## config.mk

```make
export PLATFORM = sky130hd
export DESIGN_NAME = display_scan_ctrl
export DESIGN_NICKNAME = d
export VERILOG_FILES = /design/src/rtl/display_scan_ctrl_pkg.sv /design/src/rtl/display_scan_ctrl_seg7_decode.sv /design/src/rtl/display_scan_ctrl.sv
export SDC_FILE = /design/constraint.sdc
export NUM_CORES = 1
export LEC_CHECK = 0
export CORE_UTILIZATION = 60
export CTS_BUF_LIST = sky130_fd_sc_hd__clkbuf_8
export DETAILED_ROUTE_END_ITERATION = 7
export PLACE_DENSITY = 0.88
export REMOVE_ABC_BUFFERS = 1
export SYNTH_ARGS = -nofsm -noshare
export SYNTH_HDL_FRONTEND = slang
export SYNTH_HIERARCHICAL = 1
export SYNTH_SLANG_ARGS = --single-unit
```

## constraint.sdc

```tcl
create_clock -name clk -period 7 [get_ports clk]
set_input_delay 1.05 -clock clk [delete_from_list [all_inputs] [get_ports clk]]
set_output_delay 1.05 -clock clk [all_outputs]
set_load 0.01 [all_outputs]
```

## src/rtl/display_scan_ctrl_pkg.sv

```systemverilog
// display_scan_ctrl_pkg: segment patterns, scan FSM encoding and blank-mask helper
package display_scan_ctrl_pkg;
  typedef enum logic {ST_GUARD = 1'b0, ST_ON = 1'b1} state_t;
  localparam logic [7:0] SEG_0 = 8'hC0;
  localparam logic [7:0] SEG_1 = 8'hF9;
  localparam logic [7:0] SEG_2 = 8'hA4;
  localparam logic [7:0] SEG_3 = 8'hB0;
  localparam logic [7:0] SEG_4 = 8'h99;
  localparam logic [7:0] SEG_5 = 8'h92;
  localparam logic [7:0] SEG_6 = 8'h82;
  localparam logic [7:0] SEG_7 = 8'hF8;
  localparam logic [7:0] SEG_8 = 8'h80;
  localparam logic [7:0] SEG_9 = 8'h90;
  localparam logic [7:0] SEG_A = 8'h88;
  localparam logic [7:0] SEG_B = 8'h83;
  localparam logic [7:0] SEG_C = 8'hC6;
  localparam logic [7:0] SEG_D = 8'hA1;
  localparam logic [7:0] SEG_E = 8'h86;
  localparam logic [7:0] SEG_F = 8'h8E;
  localparam logic [7:0] SEG_BLANK = 8'hFF;
  localparam logic [7:0] SEL_OFF = 8'hFF;
  // Forced blanks plus leading zeros from digit 7 down; digit 0 always survives suppression.
  function automatic logic [7:0] eff_blank(input logic [31:0] d, input logic [7:0] b, input logic lz);
    logic [7:0] m;
    logic lead;
    m = b;
    lead = lz;
    for (int k = 7; k >= 1; k--) begin
      if (lead && d[4*k +: 4] == 4'h0) m[k] = 1'b1;
      else lead = 1'b0;
    end
    return m;
  endfunction
endpackage

```

## src/rtl/display_scan_ctrl_seg7_decode.sv

```systemverilog
// seg7_decode: hex digit to active-low {dp,g,f,e,d,c,b,a}, dp always off
module seg7_decode
  import display_scan_ctrl_pkg::*;
(
  input  logic [3:0] i_hex,
  output logic [7:0] o_seg
);
  // Pure lookup of the sixteen hex glyphs.
  always_comb begin
    o_seg = SEG_BLANK;
    case (i_hex)
      4'h0: o_seg = SEG_0;
      4'h1: o_seg = SEG_1;
      4'h2: o_seg = SEG_2;
      4'h3: o_seg = SEG_3;
      4'h4: o_seg = SEG_4;
      4'h5: o_seg = SEG_5;
      4'h6: o_seg = SEG_6;
      4'h7: o_seg = SEG_7;
      4'h8: o_seg = SEG_8;
      4'h9: o_seg = SEG_9;
      4'hA: o_seg = SEG_A;
      4'hB: o_seg = SEG_B;
      4'hC: o_seg = SEG_C;
      4'hD: o_seg = SEG_D;
      4'hE: o_seg = SEG_E;
      default: o_seg = SEG_F;
    endcase
  end
endmodule

```

## src/rtl/display_scan_ctrl.sv

```systemverilog
// display_scan_ctrl: 8-digit multiplexed 7-segment scanner with frame-synchronous updates
module display_scan_ctrl
  import display_scan_ctrl_pkg::*;
#(
  parameter int CLK_DIV   = 50000,
  parameter int GUARD_CYC = 2
) (
  input  logic        clk,
  input  logic        rst,
  input  logic        upd_req,
  input  logic [31:0] upd_data,
  input  logic [7:0]  upd_blank,
  input  logic        lz_en,
  output logic        upd_ack,
  output logic [7:0]  sel,
  output logic [7:0]  seg,
  output logic        frame_start
);
  localparam int CMAX = (CLK_DIV > GUARD_CYC) ? CLK_DIV : GUARD_CYC;
  localparam int CW = (CMAX > 1) ? $clog2(CMAX) : 1;
  localparam logic [CW-1:0] G_LAST = CW'(GUARD_CYC - 1);
  localparam logic [CW-1:0] O_LAST = CW'(CLK_DIV - 1);
  state_t r_state, w_nstate;
  logic [CW-1:0] r_cnt, w_ncnt;
  logic [2:0] r_idx, w_nidx;
  logic w_last, w_wrap;
  logic [31:0] r_digits;
  logic [7:0] r_blank, w_blank, w_dec;
  logic r_lz;
  logic [3:0] w_hex;
  logic [7:0] r_sel, r_seg;
  logic r_ack, r_fs;
  seg7_decode u_dec (.i_hex(w_hex), .o_seg(w_dec));
  // Next scan position; outputs are registered from it so sel/seg track the state register.
  always_comb begin
    w_last = (r_state == ST_GUARD) ? (r_cnt == G_LAST) : (r_cnt == O_LAST);
    w_wrap = (r_state == ST_ON) && w_last && (r_idx == 3'd7);
    w_nstate = w_last ? ((r_state == ST_GUARD) ? ST_ON : ST_GUARD) : r_state;
    w_ncnt = w_last ? '0 : r_cnt + 1'b1;
    w_nidx = (r_state == ST_ON && w_last) ? r_idx + 3'd1 : r_idx;
    w_hex = r_digits[4*w_nidx +: 4];
    w_blank = eff_blank(r_digits, r_blank, r_lz);
  end
  // Scan state, dwell counter and digit index.
  always_ff @(posedge clk or posedge rst) begin
    if (rst) begin
      r_state <= ST_GUARD;
      r_cnt <= '0;
      r_idx <= 3'd0;
    end else begin
      r_state <= w_nstate;
      r_cnt <= w_ncnt;
      r_idx <= w_nidx;
    end
  end
  // Registered drive; ack lands on the first guard cycle after the wrap, frame_start on digit 0 ON entry.
  always_ff @(posedge clk or posedge rst) begin
    if (rst) begin
      r_sel <= SEL_OFF;
      r_seg <= SEG_BLANK;
      r_ack <= 1'b0;
      r_fs <= 1'b0;
    end else begin
      r_sel <= (w_nstate == ST_ON) ? ~(8'h01 << w_nidx) : SEL_OFF;
      r_seg <= (w_nstate == ST_ON && !w_blank[w_nidx]) ? w_dec : SEG_BLANK;
      r_ack <= w_wrap && upd_req;
      r_fs <= (r_state == ST_GUARD) && w_last && (r_idx == 3'd0);
    end
  end
  // Shadow frame only changes at the wrap so a frame is never torn.
  always_ff @(posedge clk or posedge rst) begin
    if (rst) begin
      r_digits <= 32'h0;
      r_blank <= 8'hFF;
      r_lz <= 1'b0;
    end else if (w_wrap && upd_req) begin
      r_digits <= upd_data;
      r_blank <= upd_blank;
      r_lz <= lz_en;
    end
  end
  assign sel = r_sel;
  assign seg = r_seg;
  assign upd_ack = r_ack;
  assign frame_start = r_fs;
endmodule

```

After elaboration in Yosys (flattened, before gate mapping)

Memory sizes are Yosys's and may differ from the RTL's.
Cells that the tools add are included.

Equality and inequality tests: 3
Bitwise logic cells: 2
Reduce and logical (&&, ||, !) cells: 22
$add $sub $neg: 2
Shift operators: 2
$lt $le $gt $ge: 1
Multiplexer cells: 22

Operators with widths:

| kind                                                  | number |
|---|---|
| indexed part select 32 x 6 -> 4 bit                   | 1 |
| zero test 4 bit                                       | 7 |
| 2-to-1 mux 1 bit                                      | 17 |
| adder 16 x 1 -> 16 bit (second input constant)        | 1 |
| equality test 16 x 1 -> 1 bit (second input constant) | 1 |
| equality test 16 bit (second input constant)          | 1 |
| 2-to-1 mux 16 bit                                     | 1 |
| 2-to-1 mux 8 bit                                      | 2 |
| logical AND 1 bit                                     | 13 |
| inverter 8 bit                                        | 1 |
| << shifter 1 x 3 -> 8 bit (first input constant)      | 1 |
| < comparator 3 x 4 -> 1 bit (second input constant)   | 1 |
| adder 3 x 1 -> 3 bit (second input constant)          | 1 |
| binary-select mux 1 bit (select 3 bit)                | 1 |
| equality test 3 bit (second input constant)           | 1 |
| zero test 3 bit                                       | 1 |
| 2-to-1 mux 3 bit                                      | 1 |
| zero test 1 bit                                       | 1 |
| inverter 1 bit                                        | 1 |

Bits in registers: 79
Output and inout bits: 18
Bits of input ports: 44
Memory bits (read-only): 112
Memories kept: 1
Logic and storage cells: 65

Memory list:

| name             | words | width | rd ports | clocked after memory_dff | wr ports | line                                | text |
|---|---|---|---|---|---|---|---|
| (name not given) | 16    | 7     | 1        | 0                        | 0        | display_scan_ctrl_seg7_decode.sv:11 | `case (i_hex)` |

Logic depth before layout (Yosys ltp)

Gate-level depths: netlist of the first run.

Word-level depth: 20
Gate-level depth with buffers: 20
Mapped depth without buffers: 16

Hierarchy

The synthesis of the first run kept the hierarchy.

By module, submodules not included:

| module            | sequential area each (um^2) | cells each | instances | area each (um^2) |
|---|---|---|---|---|
| display_scan_ctrl | 2006.9                      | 313        | 1         | 3763.6 |
| seg7_decode       | 0.0                         | 37         | 1         | 259.0 |

Worst setup path before layout of the first run

OpenSTA, ideal clock, no wires.

Path kind: register -> register
Start: register r_cnt[3]
End: register r_seg[6] (netlist: seg[6])
Cell stages (with the launch flop): 19
Setup slack: 3.200 ns
Buffers on the path: 4
Arrival time: 3.710 ns
Path through: dfrtp_1 buf_2 nor4_1 and3_1 o211a_1 clkbuf_1 ha_1 buf_6 xnor2_1 buf_2 mux2_2 a222oi_1 mux2i_1 ha_1 nand2_1 a21boi_1 o21ai_1 nor4_1 o21ai_1

RTL lines:

| element                                                               | line                    | text |
|---|---|---|
| start: declaration                                                    | display_scan_ctrl.sv:24 | `logic [CW-1:0] r_cnt, w_ncnt;` |
| start signal: assignment                                              | display_scan_ctrl.sv:52 | `r_cnt <= w_ncnt;` |
| equality test 16 x 1 -> 1 bit or equality test 16 bit (tied branches) | display_scan_ctrl.sv:36 | `w_last = (r_state == ST_GUARD) ? (r_cnt == G_LAST) : (r_cnt == O_LAST);` |
| 2-to-1 mux 1 bit (*)                                                  | display_scan_ctrl.sv:36 |  |
| logical AND 1 bit (*)                                                 | display_scan_ctrl.sv:40 | `w_nidx = (r_state == ST_ON && w_last) ? r_idx + 3'd1 : r_idx;` |
| 2-to-1 mux 3 bit (*)                                                  | display_scan_ctrl.sv:40 |  |
| indexed part select 32 x 6 -> 4 bit (*)                               | display_scan_ctrl.sv:41 | `w_hex = r_digits[4*w_nidx +: 4];` |
| named net w_hex[1]                                                    | display_scan_ctrl.sv:30 | `logic [3:0] w_hex;` |
| memory (16 x 7 bit) (*)                                               | n/a                     |  |
| named net w_dec[6]                                                    | display_scan_ctrl.sv:28 | `logic [7:0] r_blank, w_blank, w_dec;` |
| 2-to-1 mux 8 bit (*)                                                  | display_scan_ctrl.sv:65 | `r_seg <= (w_nstate == ST_ON && !w_blank[w_nidx]) ? w_dec : SEG_BLANK;` |
| end signal: assignment                                                | display_scan_ctrl.sv:65 |  |
| end: declaration                                                      | display_scan_ctrl.sv:31 | `logic [7:0] r_sel, r_seg;` |

Mark *: on every way through the listed nets, which the timed path passes. The rest lies on a longest branch. The select of a mux whose other input is x is not followed.
A chain may end at the register's enable or synchronous reset.

Final worst setup path of the first run

Start: register r_cnt[3]
End: register r_seg[0] (netlist: seg[0])

The elaborated chain is that of the path after synthesis.

==> results.tsv, run 1 <==
metric	value	unit
outcome	complete, but fails checks	
violations	DRC	
setup_ws	2.26	ns
initial_core_util	62.6	%
crit_type	reg -> reg	
fin_nets	463	
area_delta_synth_final	20.2	%
drive_above_1_share	24.8	%
cp.required	7.26	ns
dieArea	0.00704	mm^2
grt_antenna_before_repair	0	
num_rows	29	
worstSkewPairLatency	0.34	ns
pin_count	62	
hpwl	5.94	mm
synthesis.area	0.00402	mm^2
synthArstFlopShare	100	%
port_buffers	61	
cts_post_setup_buffers_inserted	0	
cp.arrival	5.00	ns
ys_seq_elements	79	
pre_cts_slack	2.33	ns
tightest_slew	1.12	ns
worst_hold_path_type	reg -> reg	
clock-sinks	79	
drt-total-wl	8.13	mm
finClkSkew	0.00875	ns
cts_tree	built	
fillers	437	
ctsResizeCount	0	
rsz0062_at_grt	no	
detail-route-antenna-nets	0	
seq_area_frac_synth	49.9	%
area.sequential	0.00201	mm^2
vias_per_cell	5.91	
num_vias	2886	
remaining_drc_errors	4	
leakage	2.18	nW
grt_max_degree	80	
grt_pass1_vias	2908	
ys_types	59	
die_w	83.9	um
globalplace.congestion	0.932	
cp-start-kind	register	
synth_cells	350	
grt_overflow_total	0	
synth_area_leaders	dfrtp_1, dfstp_2, mux2_2	
multiInputGateArea	0.00186	mm^2
coreArea	0.00642	mm^2
fin_setup_tns	0	ns
globalRouteTotalUtil	25.4	%
cts_buffers	9	
syn-mean-instance-area	11.5	um^2
p_per_area	168	mW/mm^2
synthFlopType	dfrtp_1	
drt_iter0_drc	218	
end_kind	register	
drtPass1Iterations	6	
synth_edf_count	0	
drv_cap	0	
diodes	0	
htreeDepth	3	
hold_viol_final	0	
fin_crit_sh	67.7	%
crit_fanout	19	
drv_slew	0	
setup_viol	0	
ir_drop	0.0901	mV
synth_top_cell_by_area	dfrtp_1	
path_clk_slew	0.07	ns
netlist.area_leader.share	34.2	%
yosysWarningCount	6	
ctsLongestPathBuffers	2	
grt_pass1_wl	13.9	mm
timing.final.crit_period	4.74	ns
slew-limit-headroom	24.8	%
wl_per_cell	16.6	um
root_buffer	clkbuf_8	
cts_hold_buf	0	
max_freq	211	MHz
die_y	83.9	um
-- sequential cells by signal, summed over array words and instances, names as in the netlist --
name and flops:
frame_start 1, r_blank 8, r_cnt 16, r_digits 32, r_idx 3, r_lz 1, r_state 1, seg 8
sel 8, upd_ack 1
-- metrics by stage --
step	area [um^2]	std cells	total power, mW	hold WS [ns]	utilization, %
floorplan	3930	333	0.473	0.424	-
global placement	4640	472	0.500	0.443	72.3
detailed placement	4640	472	0.501	0.458	72.3
CTS	4830	488	0.823	0.467	75.3
global route	4830	488	0.848	0.477	75.3
finish	4830	488	0.814	0.461	75.3
-- where the power goes --
part / switching, mW / internal (mW) / total (mW)
clock network: 0.152 / 0.170 / 0.322
registers: 0.0000648 / 0.457 / 0.457
logic: 0.0120 / 0.0220 / 0.0340
-- cells in the final DEF (no fill, tap or decap), types with 3 or more instances in the layout --
master           netlist  routed
a222oi_1               4       4
nor3_1                 3       3
mux2i_1                6       6
clkinv_2               0       3
a21oi_1                4       4
dfstp_2               24      24
o22ai_1                4       4
mux2_2                47      47
nand3_1               10       9
and2_1                 3       3
inv_1                 17      18
nand2b_1               3       3
clkbuf_8               0      10
o21ai_0               10      10
nor4_1                16      16
dfrtp_1               55      55
nand4_1                3       3
nor2_1                15      15
o21ai_1               10      10
xor2_1                 6       6
ha_1                  13      13
clkdlybuf4s50_1        0      61
o211ai_1               4       4
xnor2_1                8       8
nand2_1               26      26
-- cell families after synthesis --
group / count (synthesis) / share of synthesized area (%)
multiplexers: 53 / 14.7
buffers and inverters: 35 / 4.11
adder cells (fa/ha/maj): 13 / 4.04
other: 1 / 0.0932
AND/OR/NAND/NOR: 100 / 13.9
AO/OA/AOI/OAI: 55 / 10.3
XOR/XNOR: 14 / 3.05
flip-flops: 79 / 49.9
-- per-layer routing --
| metal | GRT usage, % | up-vias | part of all wire [%] |
|---|---|---|---|
| li1 | - | 1373 | - |
| met1 | 33.3 | 1383 | 44 |
| met2 | 38.8 | 100 | 48 |
| met3 | 7.52 | 30 | 4.5 |
| met4 | 12.2 | 0 | 3.4 |
| met5 | 0 | - | 0 |
-- cell usage after synthesis, types with 3 or more instances --
master    count
buf_2        12
ha_1         13
nor3_1        3
dfrtp_1      55
xnor2_1       8
nor2_1       15
nand2_1      26
nand4_1       3
and2_1        3
xor2_1        6
dfstp_2      24
o211ai_1      4
o22ai_1       4
o21ai_0      10
mux2_2       47
a21oi_1       4
inv_1        17
a222oi_1      4
nand2b_1      3
o21ai_1      10
mux2i_1       6
nor4_1       16
nand3_1      10
-- worst max-delay path, cell delays in order (launching register included) --
cell and delay [ns]:
dfrtp_1 0.47, nor4_1 0.09, and3_1 0.18, o211a_1 0.33, ha_1 0.46, xnor2_1 0.98, mux2_2 0.32, a222oi_1 0.10
mux2i_1 0.40, inv_1 0.20, ha_1 0.23, or2_2 0.28, o21ai_0 0.08, o21ai_0 0.10, nor4_1 0.32, o21ai_1 0.11
-- final cells by class --
| class | instances | share of cell area (%) |
|---|---|---|
| Clock buffer | 10 | 2.85 |
| Clock inverter | 6 | 1.09 |
| Inverter | 18 | 1.40 |
| Multi-Input combinational cell | 236 | 38.4 |
| Sequential cell | 79 | 41.5 |
| Tap cell | 77 | 1.99 |
| Timing Repair Buffer | 62 | 12.8 |
-- final timing paths --
path	from	cells past startpoint	to	slack, ns
worst max-delay path	r_cnt[3]$_DFF_PP0_	15	seg[0]$_DFF_PP1_	2.26
worst min-delay path	r_idx[2]$_DFF_PP0_	1	frame_start$_DFF_PP0_	0.46
worst max register to register	r_cnt[3]$_DFF_PP0_	15	seg[0]$_DFF_PP1_	2.26
worst min register to register	r_idx[2]$_DFF_PP0_	1	frame_start$_DFF_PP0_	0.46
max in group asynchronous	rst	3	r_idx[1]$_DFF_PP0_	5.06
min in group asynchronous	rst	3	frame_start$_DFF_PP0_	1.31
Power figures use the tool's default switching activity.
==> inputs of run 2 (changes only) <==
CORE_UTILIZATION = 50   (was 60)
PLACE_DENSITY = 0.78   (was 0.88)
clock period = 4.3 ns   (was 7 ns; I/O delays follow)
==> run 2 against run 1 <==
Net effect: largest cell class unchanged; fmax rose by 20%; worst setup slack got worse by 1.9 ns; count of clock-buffer cells in the layout did not move; global-route usage fell by 4.2 points; non-clock buffer count rose by 7; power rose by 68%; die area rose by 20%; final cell count rose by 6.6%; the flow now finishes without violations; core utilization fell by 12 points; first-iteration DRC count fell by 13%; wire length fell by 1.0%; sequential cell count did not move.
==> results.tsv, run 2 (synthesis results as in run 1) <==
metric	value	unit	change
port_buffers	61		unchanged
globalplace.congestion	0.892		was 0.932
grt_pass1_wl	14.0	mm	was 13.9 mm
multiInputGateArea	0.00187	mm^2	was 0.00186 mm^2
drv_cap	0		unchanged
num_vias	2867		was 2886
leakage	2.20	nW	was 2.18 nW
grt_pass1_vias	2910		was 2908
cp.required	4.57	ns	was 7.26 ns
path_clk_slew	0.08	ns	was 0.07 ns
power_frac_seq	54.5	%	was 56.2%
p_per_area	276	mW/mm^2	was 168 mW/mm^2
largest_reg_flops	32		unchanged
finish.utilization	63.7	%	was 75.3%
remaining_drc_errors	0		was 4
dieArea	0.00841	mm^2	was 0.00704 mm^2
r2r-start	r_cnt[3]$_DFF_PP0_		unchanged
area_delta_synth_final	23.0	%	was 20.2%
dp.cells	504		was 472
ctsLongestPathBuffers	2		unchanged
grt_antenna_before_repair	0		unchanged
drive_above_1_share	27.3	%	was 24.8%
cp_slowest_stage_delay	0.46	ns	was 0.98 ns
tightest_slew	0.580	ns	was 1.12 ns
cp.arrival	4.22	ns	was 5.00 ns
end_kind	register		unchanged
p_int	1.07	mW	was 649 uW
regMostFlops	r_digits		unchanged
num_rows	32		was 29
vias_per_cell	5.51		was 5.91
reg2reg_to	seg[3]$_DFF_PP1_		was seg[0]$_DFF_PP1_
finClkSkew	0.0102	ns	was 0.00875 ns
max_freq	253	MHz	was 211 MHz
drt-total-wl	8.04	mm	was 8.13 mm
area.sequential	0.00201	mm^2	unchanged
timing.final.crit_period	3.95	ns	was 4.74 ns
outcome	complete, no violations		was complete, but fails checks
initial_core_util	51.8	%	was 62.6%
cts_buffers	9		unchanged
drtPass1Iterations	4		was 6
rsz0062_at_grt	no		unchanged
detail-route-antenna-nets	0		unchanged
reg2reg_depth	15		unchanged
grt_max_degree	48		was 80
slew-limit-headroom	61.2	%	was 24.8%
wl_per_cell	15.5	um	was 16.6 um
hold_viol_final	0		unchanged
root_buffer	clkbuf_8		unchanged
htreeDepth	3		unchanged
min-delay-start	r_idx[2]$_DFF_PP0_		unchanged
coreArea	0.00777	mm^2	was 0.00642 mm^2
drt_iter0_drc	190		was 218
hpwl	5.89	mm	was 5.94 mm
pin_count	62		unchanged
crit_fanout	19		unchanged
p_sw	299	uW	was 164 uW
die_y	91.7	um	was 83.9 um
worstSkewPairLatency	0.36	ns	was 0.34 ns
setup_viol	0		unchanged
crit_type	reg -> reg		unchanged
die_w	91.7	um	was 83.9 um
diodes	0		unchanged
drv_slew	0		unchanged
grt_overflow_total	0		unchanged
clkPwrFrac	41.3	%	was 39.6%
fin_setup_tns	0	ns	unchanged
fin_nets	470		was 463
holdPathStages	1		unchanged
layout.cells.non_filler	520		was 488
combPwrFrac	4.2	%	about the same
largestRegisters	r_digits x32, r_cnt x16		unchanged
crit_slowest_cell	dfrtp_1		was xnor2_1
fillers	603		was 437
worstPathCellList	nor4_1 -> and3_1 -> o211a_1 -> ha_2 -> nor3b_2 -> or2_2 -> a222oi_1 -> mux2i_2 -> inv_1 -> ha_1 -> or2_2 -> a21oi_1 -> a31oi_1 -> nor4_1 -> o21ai_1		was nor4_1 -> and3_1 -> o211a_1 -> ha_1 -> xnor2_1 -> mux2_2 -> a222oi_1 -> mux2i_1 -> inv_1 -> ha_1 -> or2_2 -> o21ai_0 -> o21ai_0 -> nor4_1 -> o21ai_1
hold_end	frame_start$_DFF_PP0_		unchanged
sw_frac_of_total	21.9	%	was 20.2%
cts_tree	built		unchanged
clock-sinks	79		unchanged
rrSetupSlack	0.35	ns	was 2.26 ns
cts_post_setup_buffers_inserted	0		unchanged
final_common_cell	clkdlybuf4s50_1		unchanged
final_cell_mix	clkdlybuf4s50_1, dfrtp_1, mux2_2, nand2_1, dfstp_2		unchanged
cp-start-kind	register		unchanged
worst_hold_path_type	reg -> reg		unchanged
globalRouteTotalUtil	21.2	%	was 25.4%
fin_crit_sh	91.9	%	was 67.7%
ir_drop	0.153	mV	was 0.0901 mV
run 2: area by class of cell:
class | count | share of cell area, %
clock buffer | 10 | 2.78
clock inverter | 6 | 1.42
inverter | 18 | 1.37
multi-input combinational | 236 | 37.7
sequential | 79 | 40.6
tap | 102 | 2.58
timing repair buffer | 69 | 13.6
run 2: worst max-delay path by stage:
stage	start	cells past startpoint	end
after global placement	r_cnt[3]$_DFF_PP0_	15	seg[3]$_DFF_PP1_
after CTS	r_cnt[3]$_DFF_PP0_	15	seg[3]$_DFF_PP1_
after floorplan	r_cnt[3]$_DFF_PP0_	13	seg[3]$_DFF_PP1_
final	r_cnt[3]$_DFF_PP0_	15	seg[3]$_DFF_PP1_
after global routing	r_cnt[14]$_DFF_PP0_	15	seg[3]$_DFF_PP1_
after detailed placement	r_cnt[3]$_DFF_PP0_	15	seg[3]$_DFF_PP1_
run 2: worst max-delay path, delay by kind of cell (launching register included):
kind	cells	cell delay, ns
flip-flops	1	0.46
buffers and inverters	1	0.17
multiplexers	1	0.32
AND/OR/NAND/NOR	6	1.65
AO/OA/AOI/OAI	5	0.64
adder cells (fa/ha/maj)	2	0.62
run 2: through the flow:
step / instance area, um^2 / power (mW) / hold WS (ns) / worst slack [ns]
2_1_floorplan: 3930 / 0.770 / 0.424 / 0.250
3_3_place_gp: 4730 / 0.816 / 0.450 / 0.380
3_5_place_dp: 4730 / 0.817 / 0.458 / 0.0299
4_1_cts: 4940 / 1.38 / 0.469 / 0.173
5_1_grt: 4950 / 1.42 / 0.500 / 0.0105
6_report: 4950 / 1.37 / 0.469 / 0.350
run 2: repair_timing:
action	4_1_cts	5_1_grt
endpoints found under the hold margin	0	0
gates resized for setup	1	2
hold buffers	0	0
endpoints found under the setup margin	1	2
pin swaps	0	0
run 2: power by group through the flow:
stage	clock network [mW]	registers (mW)	logic, mW
3_5_place_dp	0	0.758	0.0583
6_report	0.564	0.744	0.0570
3_3_place_gp	0	0.758	0.0580
4_1_cts	0.580	0.744	0.0585
5_1_grt	0.609	0.745	0.0630
2_1_floorplan	0	0.758	0.0117
run 2: per-layer routing:
metal / global-route usage (%) / share of wire [%] / up-vias
li1: - / - / 1387
met1: 28.6 / 46 / 1389
met2: 33.5 / 48 / 77
met3: 4.15 / 4.3 / 14
met4: 9.11 / 1.7 / 0
met5: 0 / 0 / -
==> inputs of run 3 (changes only) <==
CELL_PAD_IN_SITES_DETAIL_PLACEMENT = 0   (was not set)
CELL_PAD_IN_SITES_GLOBAL_PLACEMENT = 1   (was not set)
CORE_UTILIZATION = 40   (was 50)
PLACE_DENSITY = not set   (was 0.78)
PLACE_DENSITY_LB_ADDON = 0.1   (was not set)
==> run 3 against run 2 <==
Net effect: final cell count is 6.2% higher; count of clock-buffer cells in the layout down 1; non-clock buffer count increased by 1; wire length up 6.3%; combinational power down 0.7%; sequential cell count did not move; fmax decreased by 1.7%; sequential share of layout area down 0.32 points; worst setup slack worse by 0.068 ns; critical path depth did not move; global-route usage is 2.7 points lower; critical endpoint unchanged.
==> results.tsv, run 3 (synthesis results as in run 1) <==
metric	value	unit	change
outcome	complete, no violations		unchanged
end_kind	register		unchanged
reg2reg_depth	15		unchanged
ir_drop	0.185	mV	was 0.153 mV
layout.cells.non_filler	552		was 520
cts_buffers	9		unchanged
critical_path.top_delay_family	simple AND/OR/NAND/NOR gates		unchanged
cp_slowest_stage_delay	0.50	ns	was 0.46 ns
worstPathCellList	nor4_1 -> and3_1 -> o211a_1 -> ha_1 -> buf_4 -> mux2_2 -> a221oi_1 -> o21ai_0 -> and2_1 -> ha_1 -> or2_2 -> a21oi_1 -> a31oi_1 -> nor4_1 -> o21ai_1		was nor4_1 -> and3_1 -> o211a_1 -> ha_2 -> nor3b_2 -> or2_2 -> a222oi_1 -> mux2i_2 -> inv_1 -> ha_1 -> or2_2 -> a21oi_1 -> a31oi_1 -> nor4_1 -> o21ai_1
hpwl	6.38	mm	was 5.89 mm
largest_reg_flops	32		unchanged
root_buffer	clkbuf_8		unchanged
final_cell_mix	clkdlybuf4s50_1, dfrtp_1, mux2_2, nand2_1, dfstp_2		unchanged
r2r-start	r_cnt[3]$_DFF_PP0_		unchanged
initial_core_util	41.2	%	was 51.8%
drive_above_1_share	26.3	%	was 27.3%
remaining_drc_errors	0		unchanged
wl_per_cell	15.5	um	about the same
crit_buf_inv	1		unchanged
ctsLongestPathBuffers	2		unchanged
detail-route-antenna-nets	0		unchanged
worst_hold_path_type	reg -> reg		unchanged
hold_end	frame_start$_DFF_PP0_		unchanged
num_vias	2896		was 2867
crit_fanout	18		was 19
worstSkewPairLatency	0.37	ns	was 0.36 ns
drt-total-wl	8.55	mm	was 8.04 mm
timing.final.crit_period	4.02	ns	was 3.95 ns
grt_max_degree	48		unchanged
crit_slowest_cell	mux2_2		was dfrtp_1
dpl_cell_area	0.00477	mm^2	was 0.00473 mm^2
regMostFlops	r_digits		unchanged
fin_setup_tns	0	ns	unchanged
dp.cells	536		was 504
drv_slew	0		unchanged
rsz0062_at_grt	no		unchanged
drt_iter0_drc	110		was 190
crit_type	reg -> reg		unchanged
cts_tree	built		unchanged
cp.required	4.58	ns	was 4.57 ns
port_buffers	61		unchanged
globalRouteTotalUtil	18.5	%	was 21.2%
path_clk_slew	0.08	ns	about the same
slew-limit-headroom	37.2	%	was 61.2%
rrSetupSlack	0.28	ns	was 0.35 ns
reg2reg_to	seg[3]$_DFF_PP1_		unchanged
htreeDepth	3		unchanged
die_w	102	um	was 91.7 um
globalplace.congestion	0.890		was 0.892
hold_viol_final	0		unchanged
diodes	0		unchanged
p_per_area	277	mW/mm^2	was 276 mW/mm^2
grt_overflow_total	0		unchanged
min-delay-start	r_idx[2]$_DFF_PP0_		unchanged
grt_pass1_wl	14.5	mm	was 14.0 mm
num_rows	36		was 32
leakage	2.22	nW	was 2.20 nW
design_area	0.00499	mm^2	was 0.00495 mm^2
fin_crit_sh	93.4	%	was 91.9%
largestRegisters	r_digits x32, r_cnt x16		unchanged
vias_per_cell	5.25		was 5.51
grt_antenna_before_repair	0		unchanged
holdPathStages	1		unchanged
max_freq	249	MHz	was 253 MHz
cts_hold_buf	0		unchanged
die_y	102	um	was 91.7 um
area_delta_synth_final	24.0	%	was 23.0%
dieArea	0.0105	mm^2	was 0.00841 mm^2
whs	0.481	ns	was 0.469 ns
cp-start-kind	register		unchanged
tightest_slew	0.940	ns	was 0.580 ns
p_total	1.38	mW	was 1.37 mW
cp.arrival	4.30	ns	was 4.22 ns
setup_viol	0		unchanged
coreArea	0.00977	mm^2	was 0.00777 mm^2
pin_count	62		unchanged
fin_nets	471		was 470
crit_cells	15		unchanged
drtPass1Iterations	4		unchanged
grt_pass1_vias	2848		was 2910
finClkSkew	0.0149	ns	was 0.0102 ns
drv_cap	0		unchanged
clock-sinks	79		unchanged
final_common_cell	clkdlybuf4s50_1		unchanged
==> run 3: changes by cell type in the layout (fill, tap and decap cells not counted) <==
cell        previous run  this run
inv_1                 16        19
clkinv_4               2         0
clkinvlp_4             3         1
buf_4                  8         9
bufinv_16              1         2
clkbuf_8              10         9
clkinv_2               0         1
ha_1                  12        13
ha_2                   1         0
nor3b_1                1         2
nor3b_2                1         0
==> run 3: how the worst max path moves through the flow <==
stage / from / to
6_report: r_cnt[3]$_DFF_PP0_ / seg[3]$_DFF_PP1_
5_1_grt: r_cnt[3]$_DFF_PP0_ / seg[0]$_DFF_PP1_
4_1_cts: r_cnt[3]$_DFF_PP0_ / seg[3]$_DFF_PP1_
3_5_place_dp: r_cnt[3]$_DFF_PP0_ / seg[3]$_DFF_PP1_
3_3_place_gp: r_cnt[5]$_DFF_PP0_ / seg[3]$_DFF_PP1_
2_1_floorplan: r_cnt[3]$_DFF_PP0_ / seg[3]$_DFF_PP1_
==> run 3: metal layers <==
layer	vias up	track usage (%)	wire length, um
met1	1417	24.6	3910
met4	0	7.47	191
met2	74	28.1	4000
met5	-	0	0
met3	17	5.95	439
li1	1388	-	-
==> run 3: timing repair <==
item                                    4_1_cts  5_1_grt
endpoints found under the setup margin        0        2
resized for setup                             0        1
setup buffers                                 0        0
==> run 3: metrics by stage <==
stage          utilization [%]  setup WS, ns
3_3_place_gp              48.8         0.456
4_1_cts                   51.0         0.269
5_1_grt                   51.0        0.0479
3_5_place_dp              48.8         0.289
2_1_floorplan                -         0.250
6_report                  51.0         0.282
==> run 3: worst reg2reg max path: cells and delay by family (launching register included) <==
family	cells	cell delay [ns]
fa+ha+maj	2	0.58
simple gates	5	1.34
mux	1	0.50
compound gates	6	0.83
flops	1	0.46
buf+inv	1	0.24
==> run 3: report_power, final <==
part,internal [mW],switching [mW]
sequential,0.744,0.0000990
combinational,0.0364,0.0202
clock,0.319,0.260
total,1.10,0.281
==> run 3: final cells by class <==
| class | instances | area (um^2) |
|---|---|---|
| Multi-Input combinational cell | 236 | 1860 |
| Timing Repair Buffer | 70 | 678 |
| Sequential cell | 79 | 2010 |
| Clock inverter | 7 | 83.8 |
| Clock buffer | 9 | 124 |
| Tap cell | 133 | 166 |
| Inverter | 18 | 67.6 |
| Fill cell | 898 | 4790 |
